$ cat src/rtl/atm_txn_controller.sv
// atm_txn_controller: ATM session sequencer.
// Handles card scan, PIN check with a retry limit and option select. It then
// runs one balance, withdraw, deposit, transfer, exit or new-PIN operation per
// request. The balance and PIN registers live here and persist across sessions.
// Optional feature macro: ATM_TIMEOUT_EN. When defined, an inactivity timeout
// ejects the card from the PIN, option or new-PIN wait states.
module atm_txn_controller #(
  parameter int unsigned      AMT_W       = 16,
  parameter int unsigned      PIN_W       = 16,
  parameter logic [AMT_W-1:0] INIT_BAL    = AMT_W'(1000),
  parameter logic [PIN_W-1:0] INIT_PIN    = PIN_W'(16'h1234),
  parameter int unsigned      MAX_TRIES   = 3,
  parameter int unsigned      TIMEOUT_CYC = 1024
) (
  input  logic             clk,
  input  logic             rst_n,
  input  logic             card_in,
  input  logic             pin_valid,
  input  logic [PIN_W-1:0] pin_in,
  input  logic             op_valid,
  input  logic [3:0]       op_code,
  input  logic [AMT_W-1:0] amount,
  output logic             op_ready,
  output logic [3:0]       state_o,
  output logic [AMT_W-1:0] balance_o,
  output logic             bal_valid,
  output logic             dispense_valid,
  output logic [AMT_W-1:0] dispense_amt,
  output logic             xfer_valid,
  output logic [AMT_W-1:0] xfer_amt,
  output logic             err_o,
  output logic [1:0]       err_code,
  output logic             card_eject,
  output logic             card_retain
);

  typedef enum logic [3:0] {
    S_IDLE          = 4'd0,
    S_BALANCE_CHECK = 4'd1,
    S_WITHDRAW      = 4'd2,
    S_DEPOSIT       = 4'd3,
    S_TRANSFER      = 4'd4,
    S_EXIT          = 4'd5,
    S_NEW_PASS      = 4'd6,
    S_SCAN_CARD     = 4'd8,
    S_ENTER_PASS    = 4'd9,
    S_OPTION_SELECT = 4'd10
  } state_t;

  localparam int unsigned TRY_W     = 3;
  localparam logic [TRY_W-1:0] MAX_T = TRY_W'(MAX_TRIES);
  localparam logic [1:0] ERR_PIN   = 2'd0;
  localparam logic [1:0] ERR_FUNDS = 2'd1;
  localparam logic [1:0] ERR_OVF   = 2'd2;
  localparam logic [1:0] ERR_OP    = 2'd3;

  state_t             state_q, state_d;
  logic [AMT_W-1:0]   bal_q, bal_d;
  logic [PIN_W-1:0]   pin_q, pin_d;
  logic [TRY_W-1:0]   tries_q, tries_d;
  logic [AMT_W-1:0]   amt_q, amt_d;
  logic [AMT_W:0]     sum;
  logic               lockout;

  logic               op_ready_d, bal_valid_d, disp_valid_d, xfer_valid_d;
  logic [AMT_W-1:0]   disp_amt_d, xfer_amt_d;
  logic               err_d, eject_d, retain_d;
  logic [1:0]         err_code_d;
  logic               timed_out;

  assign state_o   = state_q;
  assign balance_o = bal_q;

`ifdef ATM_TIMEOUT_EN
  localparam int unsigned TO_W = $clog2(TIMEOUT_CYC + 1);
  logic [TO_W-1:0] to_cnt_q, to_cnt_d;
  logic            waiting;

  // Inactivity counter: restarts on any request or state change, saturates at the limit
  always_comb begin
    to_cnt_d = to_cnt_q;
    if (pin_valid || op_valid || (state_d != state_q)) begin
      to_cnt_d = '0;
    end else if (to_cnt_q != TO_W'(TIMEOUT_CYC)) begin
      to_cnt_d = to_cnt_q + TO_W'(1);
    end
  end

  // Timeout applies only while waiting on the customer
  always_comb begin
    waiting   = (state_q == S_ENTER_PASS) || (state_q == S_OPTION_SELECT) ||
                (state_q == S_NEW_PASS);
    timed_out = waiting && !pin_valid && !op_valid &&
                (to_cnt_q == TO_W'(TIMEOUT_CYC - 1));
  end

  // Inactivity counter register
  always_ff @(posedge clk or negedge rst_n) begin
    if (!rst_n) begin
      to_cnt_q <= '0;
    end else begin
      to_cnt_q <= to_cnt_d;
    end
  end
`else
  // Without the timeout feature TIMEOUT_CYC has no effect.
  localparam int unsigned unused_timeout_cyc = TIMEOUT_CYC;
  assign timed_out = 1'b0;
`endif

  // Next-state, datapath update and next strobe values
  always_comb begin
    state_d      = state_q;
    bal_d        = bal_q;
    pin_d        = pin_q;
    tries_d      = tries_q;
    amt_d        = amt_q;
    bal_valid_d  = 1'b0;
    disp_valid_d = 1'b0;
    disp_amt_d   = '0;
    xfer_valid_d = 1'b0;
    xfer_amt_d   = '0;
    err_d        = 1'b0;
    err_code_d   = err_code;
    eject_d      = 1'b0;
    retain_d     = 1'b0;
    lockout      = 1'b0;
    sum          = {1'b0, bal_q} + {1'b0, amt_q};

    if (!card_in && (state_q != S_IDLE) && (state_q != S_EXIT)) begin
      // Card pulled: abandon whatever is in flight and eject
      state_d = S_EXIT;
    end else if (timed_out) begin
      state_d = S_EXIT;
    end else begin
      case (state_q)
        S_IDLE: begin
          if (card_in) state_d = S_SCAN_CARD;
        end
        S_SCAN_CARD: begin
          tries_d = '0;
          state_d = S_ENTER_PASS;
        end
        S_ENTER_PASS: begin
          if (pin_valid) begin
            if (pin_in == pin_q) begin
              state_d = S_OPTION_SELECT;
            end else begin
              err_d      = 1'b1;
              err_code_d = ERR_PIN;
              tries_d    = tries_q + TRY_W'(1);
              if (tries_d == MAX_T) begin
                lockout = 1'b1;
                state_d = S_EXIT;
              end
            end
          end
        end
        S_OPTION_SELECT: begin
          if (op_valid) begin
            if ((op_code >= 4'd1) && (op_code <= 4'd6)) begin
              state_d = state_t'(op_code);
              amt_d   = amount;
            end else begin
              err_d      = 1'b1;
              err_code_d = ERR_OP;
            end
          end
        end
        S_BALANCE_CHECK: begin
          bal_valid_d = 1'b1;
          state_d     = S_OPTION_SELECT;
        end
        S_WITHDRAW, S_TRANSFER: begin
          state_d = S_OPTION_SELECT;
          if (amt_q <= bal_q) begin
            bal_d = bal_q - amt_q;
            if (state_q == S_WITHDRAW) begin
              disp_valid_d = 1'b1;
              disp_amt_d   = amt_q;
            end else begin
              xfer_valid_d = 1'b1;
              xfer_amt_d   = amt_q;
            end
          end else begin
            err_d      = 1'b1;
            err_code_d = ERR_FUNDS;
          end
        end
        S_DEPOSIT: begin
          state_d = S_OPTION_SELECT;
          if (sum[AMT_W]) begin
            err_d      = 1'b1;
            err_code_d = ERR_OVF;
          end else begin
            bal_d = sum[AMT_W-1:0];
          end
        end
        S_NEW_PASS: begin
          if (pin_valid) begin
            pin_d   = pin_in;
            state_d = S_OPTION_SELECT;
          end
        end
        S_EXIT: begin
          state_d = S_IDLE;
        end
        default: begin
          state_d = S_IDLE;
        end
      endcase
    end

    // Card strobes are registered on entry so they coincide with the EXIT cycle
    if ((state_d == S_EXIT) && (state_q != S_EXIT)) begin
      retain_d = lockout;
      eject_d  = !lockout;
    end
    op_ready_d = (state_d == S_OPTION_SELECT);
  end

  // State, account registers and registered outputs
  always_ff @(posedge clk or negedge rst_n) begin
    if (!rst_n) begin
      state_q        <= S_IDLE;
      bal_q          <= INIT_BAL;
      pin_q          <= INIT_PIN;
      tries_q        <= '0;
      amt_q          <= '0;
      op_ready       <= 1'b0;
      bal_valid      <= 1'b0;
      dispense_valid <= 1'b0;
      dispense_amt   <= '0;
      xfer_valid     <= 1'b0;
      xfer_amt       <= '0;
      err_o          <= 1'b0;
      err_code       <= 2'd0;
      card_eject     <= 1'b0;
      card_retain    <= 1'b0;
    end else begin
      state_q        <= state_d;
      bal_q          <= bal_d;
      pin_q          <= pin_d;
      tries_q        <= tries_d;
      amt_q          <= amt_d;
      op_ready       <= op_ready_d;
      bal_valid      <= bal_valid_d;
      dispense_valid <= disp_valid_d;
      dispense_amt   <= disp_amt_d;
      xfer_valid     <= xfer_valid_d;
      xfer_amt       <= xfer_amt_d;
      err_o          <= err_d;
      err_code       <= err_code_d;
      card_eject     <= eject_d;
      card_retain    <= retain_d;
    end
  end

endmodule
$ cat config.mk
export PLATFORM = sky130hd
export DESIGN_NAME = atm_txn_controller
export DESIGN_NICKNAME = d
export VERILOG_FILES = /design/src/rtl/atm_txn_controller.sv
export SDC_FILE = /design/constraint.sdc
export NUM_CORES = 1
export LEC_CHECK = 0
export ABC_AREA = 1
export ABC_CLOCK_PERIOD_IN_PS = 1870
export CORE_ASPECT_RATIO = 0.7
export CORE_MARGIN = 2
export CORE_UTILIZATION = 35
export CTS_CLUSTER_SIZE = 14
export DETAILED_ROUTE_END_ITERATION = 8
export GPL_TIMING_DRIVEN = 0
export PLACE_DENSITY_LB_ADDON = 0.1
export SYNTH_ARGS = -nofsm -noshare
export SYNTH_HDL_FRONTEND = slang
export SYNTH_SLANG_ARGS = --single-unit
$ cat constraint.sdc
create_clock -name clk -period 1.87 [get_ports clk]
set_input_delay 0.561 -clock clk [delete_from_list [all_inputs] [get_ports clk]]
set_output_delay 0.561 -clock clk [all_outputs]
set_load 0.01 [all_outputs]
==> out/qor.yml, run 1 <==
outcome: "complete, but fails checks"
violations: "setup timing"
area_delta_synth_final_pct: 49.64
hold_viol_final: 0
finalSetupViolCount: 71
grt_first_pass_wirelength_um: 29900
min_period_ns: 2.375
drive_above_1_share_pct: 27.63
io_pins: 102
ys_seq_area_share_pct: 41.57
antenna_found_initial: 0
dieArea_um2: 17670
grt_max_degree: 71
cp_top_family: "simple AND/OR/NAND/NOR gates"
p_per_area_nw_per_um2: 1574
wire_per_inst_um: 16.62
final_util_pct: 53.36
swShare_pct: 47.98
die_w_um: 158.0
worst_slew_pin_slew_ns: 0.6071
layout_setup_ws_ns: -0.5046
fillCellCount: 1577
drc: 0
worst_path_largest_cell_delay_ns: 0.46
core.rowCount: 39
root_buffer: "clkbuf_16"
p_total_mw: 13.69
critPathBufInv: 2
h-tree-depth: 3
yosys.area.top_type: "dfrtp_1"
ys_types: 36
leakage_nw: 4.380
dr.pass1.iters: 5
drtAntennaViolNets: 0
initial_utilization_pct: 35.66
preCtsSetupSlack_ns: -0.7049
rsz0062_at_grt: "true"
vdd_drop_max_v: 0.0005706
max-slew-margin-rel_pct: 59.52
slew_viol_final: 0
io_buffers: 101
yosysWarnings: 0
routed_wl_um: 19560
clk_latency_ns: 0.36
synthCells: 774
synth_commonest_cells: "222 x nand2_1, 105 x inv_1, 95 x nor2_1"
cap_violations: 0
place_congestion: 0.9288
cts_made_buffers: 9
reg2reg_from: "amt_q[0]"
synth_edf_count: 0
clock-sinks: 96
netlist_area_um2: 5812
whs_ns: 0.1179
cp_max_fo: 5
end_kind: "register"
clock.fmax_mhz: 421.1
coreArea_um2: 16300
pwr-share-seq_pct: 23.8
vias: 5731
worst_clock_skew_ns: 0.009215
synth_top_cell_area_share_pct: 36.60
async_flop_share_pct: 100.0
switchingPower_mw: 6.570
finalNetCount: 1024
critPathRequiredTime_ns: 2.17
vias_per_cell: 4.869
cp.arrival_ns: 2.67
worstHoldPathType: "in2async"
crit_path_top_delay_cell: "dfrtp_2"
synth_top_flop_cell: "dfrtp_1"
startpoint_type: "register"
die_y_um: 111.8
crit_type: "reg2reg"
yosysMostFrequentCell: "nand2_1"
cts_tree: "built"
antenna_cells: 0
clock_path_buffers: 2
path_cells: "ha_4 -> fa_2 -> nor2_2 -> nor2_2 -> o21ai_2 -> nand2_1 -> nand3_2 -> nand2_4 -> buf_4 -> nor2_4 -> nand2_8 -> clkbuf_16 -> nor2_2"
ys_top_cells_by_area: "dfrtp_1 37%, nand2_1 14%, ha_1 7.3%"
synth.avg_cell_area_um2: 7.509
clkTransAtPathRegs_ns: 0.07
grt_usage_pct: 22.10
p_int_mw: 7.123
dr.first_iter.drc_count: 332
clock_power_share_pct: 13.9
grt_pass1_vias: 5536
startpoint: "amt_q[0]"
cpMostUsedCell: "nor2_2"
combinationalPowerShare_pct: 62.2
hpwl_um: 13900
ys_seq_elements: 96
grt-ovfl-total: 0
syn-num-nets: 851
post-route-period-util_pct: 127.0
[path summary, 6_finish.rpt]
kind	slack [ns]	endpoint	depth (start not counted)
worst max-delay path	-0.50	xfer_amt[8]	13
worst min-delay path	0.12	card_eject	1
worst max register to register	-0.50	xfer_amt[8]	13
worst min register to register	0.49	pin_q[12]	2
max in group asynchronous	1.03	balance_o[9]	2
min in group clk	0.49	pin_q[9]	3
[power by group through the flow]
stage / sequential (mW) / clock, mW / combinational [mW]
6_report: 3.26 / 1.91 / 8.52
5_1_grt: 3.35 / 2.02 / 9.42
4_1_cts: 3.23 / 1.96 / 7.48
3_5_place_dp: 3.29 / 0 / 6.59
3_3_place_gp: 3.26 / 0 / 6.53
2_1_floorplan: 3.29 / 0 / 4.39
[cell families (layout without fill, tap and decap cells)]
logic type                 after synthesis  count (layout)  share of synthesized area, %
DFF                                     96              96                         41.57
adders and majority gates               36              36                         8.009
AOI/OAI and AO/OA                      123             123                         12.01
xor gates and xnor gates                13              13                         1.959
and+or+nand+nor                        381             382                         27.43
buffers and inverters                  124             301                         8.848
muxes                                    1               1                        0.1722
[layout by cell type, fill, tap and decap left out, drive strengths merged, types with 6 or more instances in the layout]
master / synthesis / routed
a21oi: 45 / 45
buf: 16 / 75
clkbuf: 2 / 16
clkdlybuf4s50: 0 / 64
dfrtp: 85 / 85
dfstp: 11 / 11
dlygate4sd2: 0 / 21
dlymetal6s2s: 0 / 12
ha: 34 / 34
inv: 105 / 107
nand2: 227 / 228
nand3: 28 / 28
nor2: 109 / 109
nor3: 7 / 7
o21ai: 65 / 65
o21bai: 6 / 6
xor2: 13 / 13
[through the flow]
| stage | cells | TNS, ns | area (um2) |
|---|---|---|---|
| floorplan | 774 | -4.619 | 5836 |
| global placement | 1100 | -362.00 | 7128 |
| detailed placement | 1101 | -48.67 | 7153 |
| CTS | 1150 | -18.39 | 8023 |
| global route | 1177 | -29.10 | 8697 |
| finish | 1177 | -22.06 | 8697 |
[registers in the layout, indices dropped and copies added (netlist names), 2 cells and up]
register	count
state_o	4
err_code	2
dispense_amt	16
pin_q	16
amt_q	16
tries_q	3
xfer_amt	16
balance_o	16
[repair_timing]
action | CTS | global route
cloned | 2 | 4
hold buffers | 0 | 0
pin swaps | 21 | 30
endpoints found under the hold margin | 0 | 0
setup endpoints to repair | 109 | 97
buffers inserted | 31 | 23
resized for setup | 110 | 136
[layout make-up]
| class | count | area [um2] | area share (%) |
|---|---|---|---|
| multi-input combinational | 555 | 3475 | 39.95 |
| sequential | 96 | 2425 | 27.88 |
| timing repair buffer | 161 | 1604 | 18.44 |
| inverter | 106 | 404.1 | 4.647 |
| tap | 225 | 281.5 | 3.237 |
| clock buffer | 10 | 239.0 | 2.748 |
| buffer | 18 | 207.7 | 2.388 |
| clock inverter | 6 | 61.31 | 0.7049 |
[per-layer routing]
layer  vias up  GRT usage (%)  part of all wire (%)
li1       2771              -                     -
met1      2779          34.45                    50
met2       163          31.10                    42
met3        18          4.905                   7.1
met4         0          4.625                   1.0
met5         -              0                     0
[worst reg2reg max path: stages, from the launching register on]
cell and delay, ns:
dfrtp_2 0.46, ha_4 0.19, fa_2 0.34, nor2_2 0.10, nor2_2 0.06, o21ai_2 0.19
nand2_1 0.09, nand3_2 0.13, nand2_4 0.08, buf_4 0.14, nor2_4 0.15, nand2_8 0.11
clkbuf_16 0.20, nor2_2 0.07
Power figures use the tool's default switching activity.
==> inputs of run 2 (changes only) <==
--- a/config.mk
+++ b/config.mk
@@ -6,9 +6,9 @@
 export NUM_CORES = 1
 export LEC_CHECK = 0
 export ABC_AREA = 1
-export ABC_CLOCK_PERIOD_IN_PS = 1870
+export ABC_CLOCK_PERIOD_IN_PS = 2100
 export CORE_ASPECT_RATIO = 0.7
-export CORE_MARGIN = 2
+export CORE_MARGIN = 5
 export CORE_UTILIZATION = 35
 export CTS_CLUSTER_SIZE = 14
 export DETAILED_ROUTE_END_ITERATION = 8
==> constraint.sdc (replaced) <==
create_clock -name clk -period 2.1 [get_ports clk]
set_input_delay 0.63 -clock clk [delete_from_list [all_inputs] [get_ports clk]]
set_output_delay 0.63 -clock clk [all_outputs]
set_load 0.01 [all_outputs]
==> run 2 against run 1 <==
The run still ends with setup timing left. Clock skew down 0.0047 ns. Worst hold slack better by 0.17 ns. Global-route usage down 2.9 points. Flip-flop and latch count unchanged. Clock power down 9.9%. Worst setup slack better by 0.29 ns. Register-to-register slack better by 0.29 ns. Cell count down 0.42%.
==> out/qor.yml, run 2 (synthesis gave the netlist of run 1 again) <==
outcome: "complete, but fails checks"
violations: "setup timing"
critPathRequiredTime_ns: 2.35  # +0.18 ns
placed_cells: 1101  # unchanged
rrSetupSlack_ns: -0.21  # +0.29 ns
clock-sinks: 96  # unchanged
clkTransAtPathRegs_ns: 0.07  # about the same
antenna_cells: 0  # unchanged
drive_above_1_share_pct: 24.92  # -2.7 points
h-tree-depth: 3  # unchanged
grt_usage_pct: 19.17  # -2.9 points
p_per_area_nw_per_um2: 1446  # -8.2%
cts_made_buffers: 9  # unchanged
grt_pass1_vias: 5382  # -2.8%
clock_power_share_pct: 13.9  # about the same
worst_clock_skew_ns: 0.004471  # -0.004743 ns
grt_max_degree: 53  # -25%
cp_max_fo: 10  # +5
layout_setup_ws_ns: -0.2126  # +0.2920 ns
vias_per_cell: 4.792  # -1.6%
cap_violations: 0  # unchanged
dieArea_um2: 19320  # +9.4%
p_int_mw: 6.660  # -6.5%
startpoint_type: "register"
leakage_nw: 4.142  # -5.4%
swShare_pct: 46.32  # -1.7 points
drc: 0  # unchanged
post-route-period-util_pct: 110.1  # -17 points
min_period_ns: 2.313  # -0.06205 ns
finalNetCount: 1019  # -0.49%
root_buffer: "clkbuf_16"
crit_type: "reg2reg"
area_delta_synth_final_pct: 47.66
coreArea_um2: 16300  # unchanged
vias: 5616  # -2.0%
core.rowCount: 39  # unchanged
clk_latency_ns: 0.36  # about the same
clock_path_buffers: 2  # unchanged
placed_area_um2: 7134  # -0.26%
hpwl_um: 13790  # -0.79%
worst_path_largest_cell_delay_ns: 0.46  # about the same
setup-tns-final_ns: -4.781  # +17.28 ns
path_cells: "ha_4 -> fa_2 -> nor2_2 -> nor2_2 -> o21ai_2 -> nand2_2 -> nand3_4 -> nand2_4 -> nand2_4 -> nand3_4 -> buf_12 -> nand2_2 -> o21ai_2"
final_util_pct: 52.66  # -0.71 points
dr.first_iter.drc_count: 306  # -7.8%
worst_r2r_path_depth: 13  # unchanged
grt_first_pass_wirelength_um: 29060  # -2.8%
vdd_drop_max_v: 0.0005092  # -11%
die_y_um: 117.8  # +5.4%
layout_commonest_cell: "nand2_1"
layout_common_cells: "204 x nand2_1, 93 x clkdlybuf4s50_1, 89 x inv_1"
stdcell_count: 1172  # -0.42%
hold_viol_final: 0  # unchanged
end_kind: "register"
worstHoldPathType: "in2async"
pwr-share-seq_pct: 24.1  # +0.3 points
cts_tree: "built"
dr.pass1.iters: 5  # unchanged
cp.arrival_ns: 2.56  # -0.11 ns
die_w_um: 164.0  # +3.8%
rsz0062_at_grt: "true"
slew_viol_final: 0  # unchanged
worst_slew_pin_slew_ns: 0.6764  # +0.06924 ns
drtAntennaViolNets: 0  # unchanged
routed_wl_um: 18820  # -3.8%
final_area_um2: 8582  # -1.3%
max-slew-margin-rel_pct: 54.91  # -4.6 points
fillCellCount: 1562  # -0.95%
antenna_found_initial: 0  # unchanged
initial_utilization_pct: 35.66  # unchanged
combinationalPowerShare_pct: 62.0  # -0.2 points
regArea_um2: 2426  # about the same
place_congestion: 0.9535  # +2.7%
finalSetupViolCount: 52  # -27%
wire_per_inst_um: 16.05  # -3.4%
multi_input_area_um2: 3436  # -1.1%
io_buffers: 101  # unchanged
crit_path_top_delay_cell: "dfrtp_2"
ctsHoldBuffers: 0  # unchanged
clock.fmax_mhz: 432.4  # +2.7%
switchingPower_mw: 5.747  # -13%
io_pins: 102  # unchanged
preCtsSetupSlack_ns: -0.4611  # +0.2438 ns
grt-ovfl-total: 0  # unchanged
-- run 2: changes by cell type in the layout (fill, tap and decap cells not counted), moves of 11 or more --
cell             previous run  this run
dlygate4sd2_1              21         6
dlymetal6s2s_1             12         0
clkdlybuf4s50_1            64        93
nor2_2                     29        14
o21ai_0                    27        38
-- run 2: what timing repair did --
| action | CTS | global route |
|---|---|---|
| cloned | 1 | 3 |
| setup endpoints to repair | 61 | 91 |
| gates resized for setup | 85 | 108 |
| pin swaps | 7 | 15 |
| buffers inserted | 19 | 36 |
-- run 2: worst paths after layout --
check,endpoint,from
max,balance_o[10],amt_q[0]
min,pin_q[7],rst_n
max reg2reg,balance_o[10],amt_q[0]
min reg2reg,pin_q[12],pin_q[12]
max in group asynchronous,balance_o[9],rst_n
min in group clk,pin_q[12],pin_q[12]
-- run 2: power by group through the flow --
| stage | registers (mW) | logic [mW] | clock network [mW] |
|---|---|---|---|
| 3_3_place_gp | 2.89 | 5.76 | 0 |
| 3_5_place_dp | 2.93 | 5.81 | 0 |
| 5_1_grt | 3.06 | 8.49 | 1.83 |
| 4_1_cts | 2.93 | 6.49 | 1.77 |
| 6_report | 2.99 | 7.70 | 1.72 |
| 2_1_floorplan | 2.93 | 3.87 | 0 |
-- run 2: cell type report --
cell class | instances | area share [%]
multi-input cells | 555 | 40.04
flip-flops and latches | 96 | 28.27
repair buffers | 157 | 18.01
inverters | 106 | 4.899
well taps | 225 | 3.280
clock buffers | 10 | 2.668
plain buffers | 17 | 2.056
clock inverters | 6 | 0.7873
-- run 2: metal layers --
metal  share of wire, %  up-vias  GRT usage (%)
li1                   -     2774              -
met3                6.3       18          5.390
met5                  0        -              0
met1                 53     2683          29.83
met2                 40      141          26.19
met4                1.0        0          3.981
-- run 2: worst max-delay path, delay by kind of cell (launching register included) --
| kind | cells | cell delay (ns) |
|---|---|---|
| and+or+nand+nor | 8 | 0.73 |
| adders and majority gates | 2 | 0.53 |
| DFF | 1 | 0.46 |
| AOI/OAI and AO/OA | 2 | 0.25 |
| buffers and inverters | 1 | 0.22 |
-- run 2: through the flow --
stage | hold slack, ns | power, mW
floorplan | 0.3344 | 6.802
global placement | 0.4721 | 8.656
detailed placement | 0.4774 | 8.736
CTS | 0.2970 | 11.19
global route | 0.3296 | 13.38
finish | 0.2890 | 12.41
